==> src/rtl/mem_arb_pkg.sv <==
// Shared types and constants for the memory bus arbiter.
//   NUM_REQ  requesters sharing the bus (fetch, load, store)
//   ADDR_W   address width
//   DATA_W   bus data width
//   ID_W     bus id width, $clog2(NUM_REQ)
package mem_arb_pkg;

   localparam int unsigned NUM_REQ = 3;
   localparam int unsigned ADDR_W  = 64;
   localparam int unsigned DATA_W  = 64;
   localparam int unsigned ID_W    = $clog2(NUM_REQ);

   localparam int unsigned REQ_FETCH = 0;
   localparam int unsigned REQ_LOAD  = 1;
   localparam int unsigned REQ_STORE = 2;

   typedef enum logic [1:0] {
      IDLE,
      ISSUE,
      WAIT_RESP,
      DELIVER
   } arb_state_t;

   typedef struct packed {
      logic              write;
      logic [ADDR_W-1:0] addr;
      logic [DATA_W-1:0] wdata;
   } mem_req_t;

   // Successor of a requester id, wrapping NUM_REQ-1 back to 0.
   function automatic logic [ID_W-1:0] next_id(input logic [ID_W-1:0] id);
      return (id == ID_W'(NUM_REQ - 1)) ? '0 : id + ID_W'(1);
   endfunction

endpackage

==> src/rtl/memory_bus_arbiter_rr_picker.sv <==
// Combinational round-robin picker.
//   req_valid  in   requesters asking for the bus
//   rr_ptr     in   requester with the highest priority this round
//   grant      out  one-hot winner (zero when nobody asks)
//   grant_id   out  winner index
//   any        out  at least one requester is asking
module rr_picker
   import mem_arb_pkg::*;
(
   input  logic [NUM_REQ-1:0] req_valid,
   input  logic [ID_W-1:0]    rr_ptr,
   output logic [NUM_REQ-1:0] grant,
   output logic [ID_W-1:0]    grant_id,
   output logic               any
);

   logic [ID_W-1:0] idx;

   // Scan rr_ptr, rr_ptr+1, ... and take the first asserted request.
   always_comb begin
      grant    = '0;
      grant_id = '0;
      any      = 1'b0;
      idx      = rr_ptr;
      for (int unsigned k = 0; k < NUM_REQ; k++) begin
         if (!any && req_valid[idx]) begin
            grant[idx] = 1'b1;
            grant_id   = idx;
            any        = 1'b1;
         end
         idx = next_id(idx);
      end
   end

endmodule

==> src/rtl/memory_bus_arbiter.sv <==
// Shares one memory bus among fetch, load and store requesters, round-robin,
// with exactly one transaction outstanding; responses are routed by bus id.
//   clk, reset                  clock, async active-high reset
//   req_valid/write/addr/wdata  per-requester request (slice i = requester i)
//   req_ready                   one-hot accept pulse (combinational, IDLE only)
//   resp_valid/resp_data        one-hot response to the owner, held until resp_ready
//   resp_ready                  per-requester response consume
//   mem_req_*                   transaction to memory, tagged with owner id
//   mem_resp_*                  response from memory, id echoed
//   busy                        arbiter not idle
//   id_error                    sticky: a response carried a foreign id
module memory_bus_arbiter
   import mem_arb_pkg::*;
(
   input  logic                      clk,
   input  logic                      reset,
   input  logic [NUM_REQ-1:0]        req_valid,
   input  logic [NUM_REQ-1:0]        req_write,
   input  logic [NUM_REQ*ADDR_W-1:0] req_addr,
   input  logic [NUM_REQ*DATA_W-1:0] req_wdata,
   output logic [NUM_REQ-1:0]        req_ready,
   output logic [NUM_REQ-1:0]        resp_valid,
   output logic [DATA_W-1:0]         resp_data,
   input  logic [NUM_REQ-1:0]        resp_ready,
   output logic                      mem_req_valid,
   input  logic                      mem_req_ready,
   output logic                      mem_req_write,
   output logic [ADDR_W-1:0]         mem_req_addr,
   output logic [DATA_W-1:0]         mem_req_wdata,
   output logic [ID_W-1:0]           mem_req_id,
   input  logic                      mem_resp_valid,
   input  logic [ID_W-1:0]           mem_resp_id,
   input  logic [DATA_W-1:0]         mem_resp_data,
   output logic                      mem_resp_ready,
   output logic                      busy,
   output logic                      id_error
);

   arb_state_t        state_q, state_d;
   mem_req_t          req_q, req_d;
   logic [ID_W-1:0]   owner_q, owner_d;
   logic [ID_W-1:0]   rr_ptr_q, rr_ptr_d;
   logic [DATA_W-1:0] resp_data_q, resp_data_d;
   logic              id_error_q, id_error_d;

   logic [NUM_REQ-1:0] grant;
   logic [ID_W-1:0]    grant_id;
   logic               any;

   logic [ADDR_W-1:0] addr_arr  [NUM_REQ];
   logic [DATA_W-1:0] wdata_arr [NUM_REQ];

   // Unpack the flat request buses into per-requester slices.
   always_comb begin
      for (int unsigned i = 0; i < NUM_REQ; i++) begin
         addr_arr[i]  = req_addr[i*ADDR_W +: ADDR_W];
         wdata_arr[i] = req_wdata[i*DATA_W +: DATA_W];
      end
   end

   rr_picker u_picker (
      .req_valid (req_valid),
      .rr_ptr    (rr_ptr_q),
      .grant     (grant),
      .grant_id  (grant_id),
      .any       (any)
   );

   // State and latched transaction fields.
   always_ff @(posedge clk or posedge reset) begin
      if (reset) begin
         state_q     <= IDLE;
         req_q       <= '0;
         owner_q     <= '0;
         rr_ptr_q    <= '0;
         resp_data_q <= '0;
         id_error_q  <= 1'b0;
      end else begin
         state_q     <= state_d;
         req_q       <= req_d;
         owner_q     <= owner_d;
         rr_ptr_q    <= rr_ptr_d;
         resp_data_q <= resp_data_d;
         id_error_q  <= id_error_d;
      end
   end

   // Next state and handshake outputs.
   always_comb begin
      state_d        = state_q;
      req_d          = req_q;
      owner_d        = owner_q;
      rr_ptr_d       = rr_ptr_q;
      resp_data_d    = resp_data_q;
      id_error_d     = id_error_q;
      req_ready      = '0;
      resp_valid     = '0;
      mem_req_valid  = 1'b0;
      mem_resp_ready = 1'b0;

      case (state_q)
         IDLE: begin
            if (any) begin
               // Accept pulse is combinational; gated so it reads 0 during reset.
               if (!reset) begin
                  req_ready = grant;
               end
               req_d.write = req_write[grant_id];
               req_d.addr  = addr_arr[grant_id];
               req_d.wdata = wdata_arr[grant_id];
               owner_d     = grant_id;
               state_d     = ISSUE;
            end
         end
         ISSUE: begin
            mem_req_valid = 1'b1;
            if (mem_req_ready) begin
               state_d = WAIT_RESP;
            end
         end
         WAIT_RESP: begin
            mem_resp_ready = 1'b1;
            if (mem_resp_valid) begin
               if (mem_resp_id == owner_q) begin
                  // A write ack returns zero regardless of the bus data.
                  resp_data_d = req_q.write ? '0 : mem_resp_data;
                  state_d     = DELIVER;
               end else begin
                  id_error_d = 1'b1;
               end
            end
         end
         DELIVER: begin
            resp_valid[owner_q] = 1'b1;
            if (resp_ready[owner_q]) begin
               rr_ptr_d = next_id(owner_q);
               state_d  = IDLE;
            end
         end
         default: begin
            state_d = IDLE;
         end
      endcase
   end

   assign mem_req_write = req_q.write;
   assign mem_req_addr  = req_q.addr;
   assign mem_req_wdata = req_q.wdata;
   assign mem_req_id    = owner_q;
   assign resp_data     = resp_data_q;
   assign busy          = (state_q != IDLE);
   assign id_error      = id_error_q;

endmodule
==> config.mk <==
export PLATFORM = sky130hd
export DESIGN_NAME = memory_bus_arbiter
export DESIGN_NICKNAME = d
export VERILOG_FILES = /design/src/rtl/mem_arb_pkg.sv /design/src/rtl/memory_bus_arbiter_rr_picker.sv /design/src/rtl/memory_bus_arbiter.sv
export SDC_FILE = /design/constraint.sdc
export NUM_CORES = 1
export LEC_CHECK = 0
export BUFFER_PORTS_ARGS = -buffer_cell sky130_fd_sc_hd__buf_2
export CORE_AREA = 2 2 263 265
export CTS_BUF_LIST = sky130_fd_sc_hd__clkbuf_16
export DETAILED_ROUTE_END_ITERATION = 8
export DIE_AREA = 0 0 265 267
export GPL_TIMING_DRIVEN = 1
export HOLD_SLACK_MARGIN = 0.15
export PLACE_DENSITY_LB_ADDON = 0.15
export SYNTH_ARGS = -nofsm -noshare
export SYNTH_HDL_FRONTEND = slang
export SYNTH_SLANG_ARGS = --single-unit
==> constraint.sdc <==
create_clock -name clk -period 15.9 [get_ports clk]
set_input_delay 0 -clock clk [delete_from_list [all_inputs] [get_ports clk]]
set_output_delay 0 -clock clk [all_outputs]
set_load 0.005 [all_outputs]
# After elaboration in Yosys (flattened, before gate mapping)
# Cells that the tools add are included.
# totals
ff_bits	200
inputBits	463
output_inout_bits	205
word_cells	101
# op_classes
n_addsub	3
magnitude_cmp	10
eq_ne	12
n_mux	49
n_bitwise	4
reduce_logical	15
# op_table
operator	count
$mux W64	5
$bmux W64 S2	2
$mux W2	11
$mux W3	7
$lt A2 B3 Y1 const B	5
$mux W1	14
$bmux W1 S2	5
$eq A2 B2 Y1 const B	5
$ne A2 B2 Y1 const B	5
$demux W1 S2	4
$ge A2 B1 Y1 const B	4
$pmux W2 S4	1
$add A2 B1 Y2 const B	3
$logic_and A1 B1 Y1	6
$or A3 B3 Y3	2
$reduce_and A3 Y1	2
$reduce_and A5 Y1	1
$reduce_and A2 Y1	2
$ge A3 B3 Y1 const B	1
$not A2 Y3	1
$eq A2 B1 Y1 const B	1
$eq A2 B2 Y1	1
$logic_not A1 Y1	2
$logic_not A2 Y1	1
other kinds (2)	2

# Logic depth before layout (Yosys ltp)
# depth
word_depth	13
depth_mapped	9

# Cells and area by module
# Synthesis repeated with hierarchy kept, for this count alone.
# unflattened
cells_unflattened	1193
hier_area_um2	10500.1
# modules_own_cells
module	instances	cells_per_inst	area_each_um2	seq_area_each_um2
memory_bus_arbiter	1	1179	10412.5	5004.8
rr_picker	1	14	87.6	0.0

# Worst setup path after synthesis
# OpenSTA, ideal clock, no wires.
# synth_timing
kind	reg2reg
from	register owner_q[1], in the netlist mem_req_id[1]
to	register state_q[1]
setup_ps	128
arrival_time_ps	1535
required_ps	15772
setup_slack_ps	14237
path_stages_with_launch	7
path_cell_list	dfrtp_1 -> buf_6 -> nand2b_1 -> a32oi_1 -> o21ai_1 -> a221oi_1 -> mux2_1
# synth_between
elab_chain_len	4
elab_cells_between_ends	6
classes_between	eq/ne (3); mux (2); reduce/logical (1)
# synth_lines
element	line	rtl
from (decl)	memory_bus_arbiter.sv:41	logic [ID_W-1:0] owner_q, owner_d;
from (signal assigned)	memory_bus_arbiter.sv:81	owner_q <= owner_d;
$bmux W1 S2	memory_bus_arbiter.sv:135	if (resp_ready[owner_q]) begin
$mux W1 (not written as such)	memory_bus_arbiter.sv:135	
$ne A2 B2 Y1 (no source line)	--	
$reduce_and A5 Y1 (no source line) (*)	--	
to (signal assigned)	memory_bus_arbiter.sv:79	state_q <= state_d;
to (decl)	memory_bus_arbiter.sv:39	arb_state_t state_q, state_d;
# Every way passes the cells marked *; elsewhere a longest branch is shown, timed or not. The select of a mux whose other input is x is not followed.
# A chain may end at the register's enable or synchronous reset.

# Final worst setup path
# layout_timing
from	register rr_ptr_q[1]
to	register req_q, in the netlist mem_req_addr[55]
# layout_between
elab_chain_len	13
elab_cells_between_ends	27
classes_between	add/sub (2); eq/ne (2); mux (17); bitwise (1); reduce/logical (5)
# layout_lines
element	line	rtl
from (decl)	memory_bus_arbiter.sv:42	logic [ID_W-1:0] rr_ptr_q, rr_ptr_d;
from (signal assigned)	memory_bus_arbiter.sv:82	rr_ptr_q <= rr_ptr_d;
branches (longest 13 deep; another with $add A2 B1 Y2)	--	
to (signal assigned)	memory_bus_arbiter.sv:80	req_q <= req_d;
to (decl)	memory_bus_arbiter.sv:40	mem_req_t req_q, req_d;
# Parallel ways; which one is timed is not known. The select of a mux whose other input is x is not followed.

==> results <==
- The run finished with clean final reports.
- The routed via count is 10,900.
- For this run the aggregate overflow at the end of global routing stands at 0.
- After clock tree synthesis, the clock-pin slew on the worst setup and hold paths is 0.10 ns.
- The number of nets produced by synthesis is 1,387.
- The final hold violation count is 0.
- Dividing the final minimum period by the clock period gives 23.8%.
- The deepest clock path buffer count is 2.
- The number of unique standard cell types used by synthesis is 38.
- The origin of the worst setup path is rr_ptr_q[1].
- Fill cells in the final layout number 7,394.
- In the routed design, unresolved DRC markers number 0.
- The max-slew violation total from the final report is 0.
- In the final routed layout, each cell accounts on average for 16.9 µm.
- Pin placement for this block handled 668 I/O pins.
- STA classifies the critical path startpoint as a flip-flop.
- The wire length of the first global-routing pass is 69.9 mm.
- For the pin with the worst max-slew slack, the measured transition is 1.09 ns.
- The leakage power of the design is 9.35 nW.
- The setup-violating endpoint count in the final report is 0.
- The core area is 68,000 µm².
- Measured in cells, the most critical reg-to-reg path has a length of 8.
- The beginning of the worst register-to-register path is rr_ptr_q[1].
- The number of buffers inserted by post-CTS setup repair is 0.
- In this run the tightest slew margin relative to its limit is 27.2%.
- The die span in x is 265 µm.
- The via count of the first global-routing pass is 11,600.
- The CTS tree is done.
- For this run, the top clock speed supported by timing is 264 MHz.
- The die outline area is 70,800 µm².
- Setup repair after global routing left no endpoint under its margin.
- The final net count is 2,353.
- The Yosys step of the flow raised 0 warnings.
- Entering global routing, the biggest net connects 99 pins.
- The starting utilization of the core area is 14.9%.
- The later pin in the worst-skew pair is clocked with a latency of 0.50 ns.
- In this run the cell area of the synthesized design comes to 10,100 µm².
- The number of buffers inserted by port buffering is 667.
- The minimum clock period after layout is 3.79 ns.
- The area growth from synthesis to layout is 80.6%.
- The remaining number of nets flagged by the antenna check after routing is 0.
- Across the routed clock network, the largest skew measured is 0.0178 ns.
- In this run the register-to-register setup slack is 12.11 ns.
- The tree is rooted in a sky130_fd_sc_hd__clkbuf_16.
- For this design, the sink count on the clock tree is 200.
- The final HPWL from detailed placement is 34.0 mm.
- The congestion estimate from routability-driven global placement came to 0.802.
- The count of hold-fix buffers inserted at cts is 348.
- For the worst setup path, the data required time is 16.32 ns.
- In this run, synthesis produced a sequential element count of 200.
- The detailed-route vias per instance is 3.90.
- Counting tap cells, the placed design contains a total of 2,401 instances.
- After layout, the worst setup slack is 12.11 ns.
- The synthesized instance count is 920.
- The number of cells upsized or downsized after cts is 0.
- At the worst endpoint, the arrival time is 4.21 ns.
- In the global route stage, overall resource usage came out at 13.1%.
- The post-synthesis average cell area is 11.0 µm².
- Power comes to 2.93 mW.
- Summing the sequential cell areas from Yosys gives 49.5% of the chip area.
- The sort of element at the end of the critical path is a flip-flop.
- The initial antenna violation count is 12.
- The DRC marker count from the first detailed-route iteration is 387.
- The power per unit of standard cell area is 161 nW/µm².
- Clock tree synthesis inserted a total of 17 buffers.
- The maximum level of the CTS H-tree is 4.
- The number of max-cap violations is 0.
- By startpoint and endpoint, the worst setup path is classified as flip-flop to flip-flop.
- The maximum resistive drop on vdd is 71.8 µV.
- The detailed-router iteration count before antenna repair is 4.
- The biggest fanout along the worst timing path is 54.
- The post-detailed-routing wire length is 47.0 mm.
- The path class of the tightest hold or removal check is primary input to async pin.
- The worst slack after detailed placement is 12.57 ns.
- In the final timing run, aggregate negative setup slack is 0 ns.
- Cells with a size suffix above 1 make up 41.1% of the layout.
- Measured along the y axis, the die boundary spans 267 µm.
- Row generation in the floorplan step produced 96 rows.
- The capturing instance or port of the critical path is mem_req_addr[55].
- The final cell count without fillers is 2,791.
- The critical register-to-register path endpoint is mem_req_addr[55].
cells in the mapped netlist, drive strengths merged:
cell / number / area, µm²
and3: 1 / 6.26
mux2: 2 / 22.5
dfrtp: 200 / 5000
nand2b: 69 / 432
a22oi: 129 / 1240
xor2: 2 / 17.5
mux2i: 129 / 1290
a21boi: 1 / 11.3
clkbuf: 29 / 128
o31ai: 1 / 7.51
nor2: 4 / 17.5
buf: 52 / 419
nand2: 72 / 270
ha: 4 / 50.1
o311ai: 1 / 8.76
a21oi: 4 / 20.0
a21o: 1 / 7.51
o32a: 1 / 10.0
o211ai: 1 / 7.51
or3: 1 / 11.3
o21bai: 1 / 7.51
o21ai: 198 / 998
nand3: 2 / 10.0
inv: 8 / 30.0
nor3: 4 / 46.3
a32oi: 1 / 8.76
a221oi: 1 / 8.76
nor4: 1 / 6.26
state kept, by name, indices dropped and copies added (netlist names):
register,flops
mem_req_addr,64
mem_req_wdata,64
resp_data,64
mem_req_id,2
rr_ptr_q,2
state_q,2
id_error,1
mem_req_write,1
kinds of logic after synthesis:
kind of cell / Yosys count / synth area share [%]
simple gates: 154 / 7.91
compound gates: 340 / 23.2
mux: 131 / 13.0
buf+inv: 89 / 5.71
xor+xnor: 2 / 0.173
fa+ha+maj: 4 / 0.495
flops: 200 / 49.5
cells in the final DEF (no fill, tap or decap), types with 2 or more instances in the layout:
cell / instances
sky130_fd_sc_hd__a21oi_1: 4
sky130_fd_sc_hd__a22oi_1: 74
sky130_fd_sc_hd__a22oi_2: 55
sky130_fd_sc_hd__buf_2: 667
sky130_fd_sc_hd__buf_4: 13
sky130_fd_sc_hd__clkbuf_16: 17
sky130_fd_sc_hd__clkinv_4: 2
sky130_fd_sc_hd__clkinv_8: 5
sky130_fd_sc_hd__clkinvlp_4: 2
sky130_fd_sc_hd__dfrtp_1: 200
sky130_fd_sc_hd__diode_2: 10
sky130_fd_sc_hd__dlygate4sd3_1: 348
sky130_fd_sc_hd__ha_1: 4
sky130_fd_sc_hd__inv_1: 6
sky130_fd_sc_hd__inv_8: 6
sky130_fd_sc_hd__mux2i_1: 129
sky130_fd_sc_hd__nand2_1: 72
sky130_fd_sc_hd__nand2b_1: 68
sky130_fd_sc_hd__nor2_1: 3
sky130_fd_sc_hd__nor3_2: 3
sky130_fd_sc_hd__o21ai_0: 75
sky130_fd_sc_hd__o21ai_1: 121
sky130_fd_sc_hd__xor2_1: 2
worst max-delay path, stage by stage (launching register included):
cell and delay [ns]:
sky130_fd_sc_hd__dfrtp_1 0.55, sky130_fd_sc_hd__a21boi_2 0.14, sky130_fd_sc_hd__nor3_2 0.17, sky130_fd_sc_hd__nand2b_4 0.53, sky130_fd_sc_hd__buf_4 0.67, sky130_fd_sc_hd__buf_4 0.72, sky130_fd_sc_hd__a22oi_1 0.14, sky130_fd_sc_hd__o21ai_0 0.14
sky130_fd_sc_hd__dlygate4sd3_1 0.58
where the power goes:
part / total [mW] / switching [mW] / internal (mW) / leakage (nW)
Combinational: 1.55 / 0.708 / 0.843 / 6.55
Sequential: 0.909 / 0.152 / 0.757 / 2.52
Clock: 0.468 / 0.255 / 0.213 / 0.287
Total: 2.93 / 1.11 / 1.81 / 9.35
through the flow:
step / area [µm²] / util (%) / hold slack [ns]
after CTS: 18200 / 26.8 / 0.175
after global routing: 18200 / 26.8 / 0.227
final: 18200 / 26.8 / 0.202
after floorplan: 10100 / - / 0.0235
after global placement: 14100 / 20.8 / 0.205
after detailed placement: 14100 / 20.8 / 0.199
cell type report:
type / instances / area, µm² / share of cell area [%]
antenna: 10 / 25.0 / 0.137
tap: 882 / 1100 / 6.05
inverter: 8 / 37.5 / 0.206
multi-input combinational: 631 / 4550 / 24.9
timing repair buffer: 1028 / 6920 / 37.9
clock buffer: 17 / 425 / 2.33
sequential: 200 / 5000 / 27.4
clock inverter: 15 / 179 / 0.981
metal layers:
layer / track usage [%] / vias up / wire (µm)
met4: 5.08 / 4 / 1250
met1: 14.9 / 5111 / 19300
met5: 0 / - / 17
met2: 22.1 / 441 / 22600
met3: 4.85 / 51 / 3930
li1: - / 5281 / -
worst min path at each step:
stage	end	slack [ns]
6_report	resp_data[14]	0.20
5_1_grt	resp_data[19]	0.23
2_1_floorplan	req_ready[0]	0.02
4_1_cts	resp_data[16]	0.18
3_3_place_gp	mem_req_wdata[2]	0.20
3_5_place_dp	mem_req_wdata[4]	0.20
Note: power is estimated with default switching activity, not from simulation.
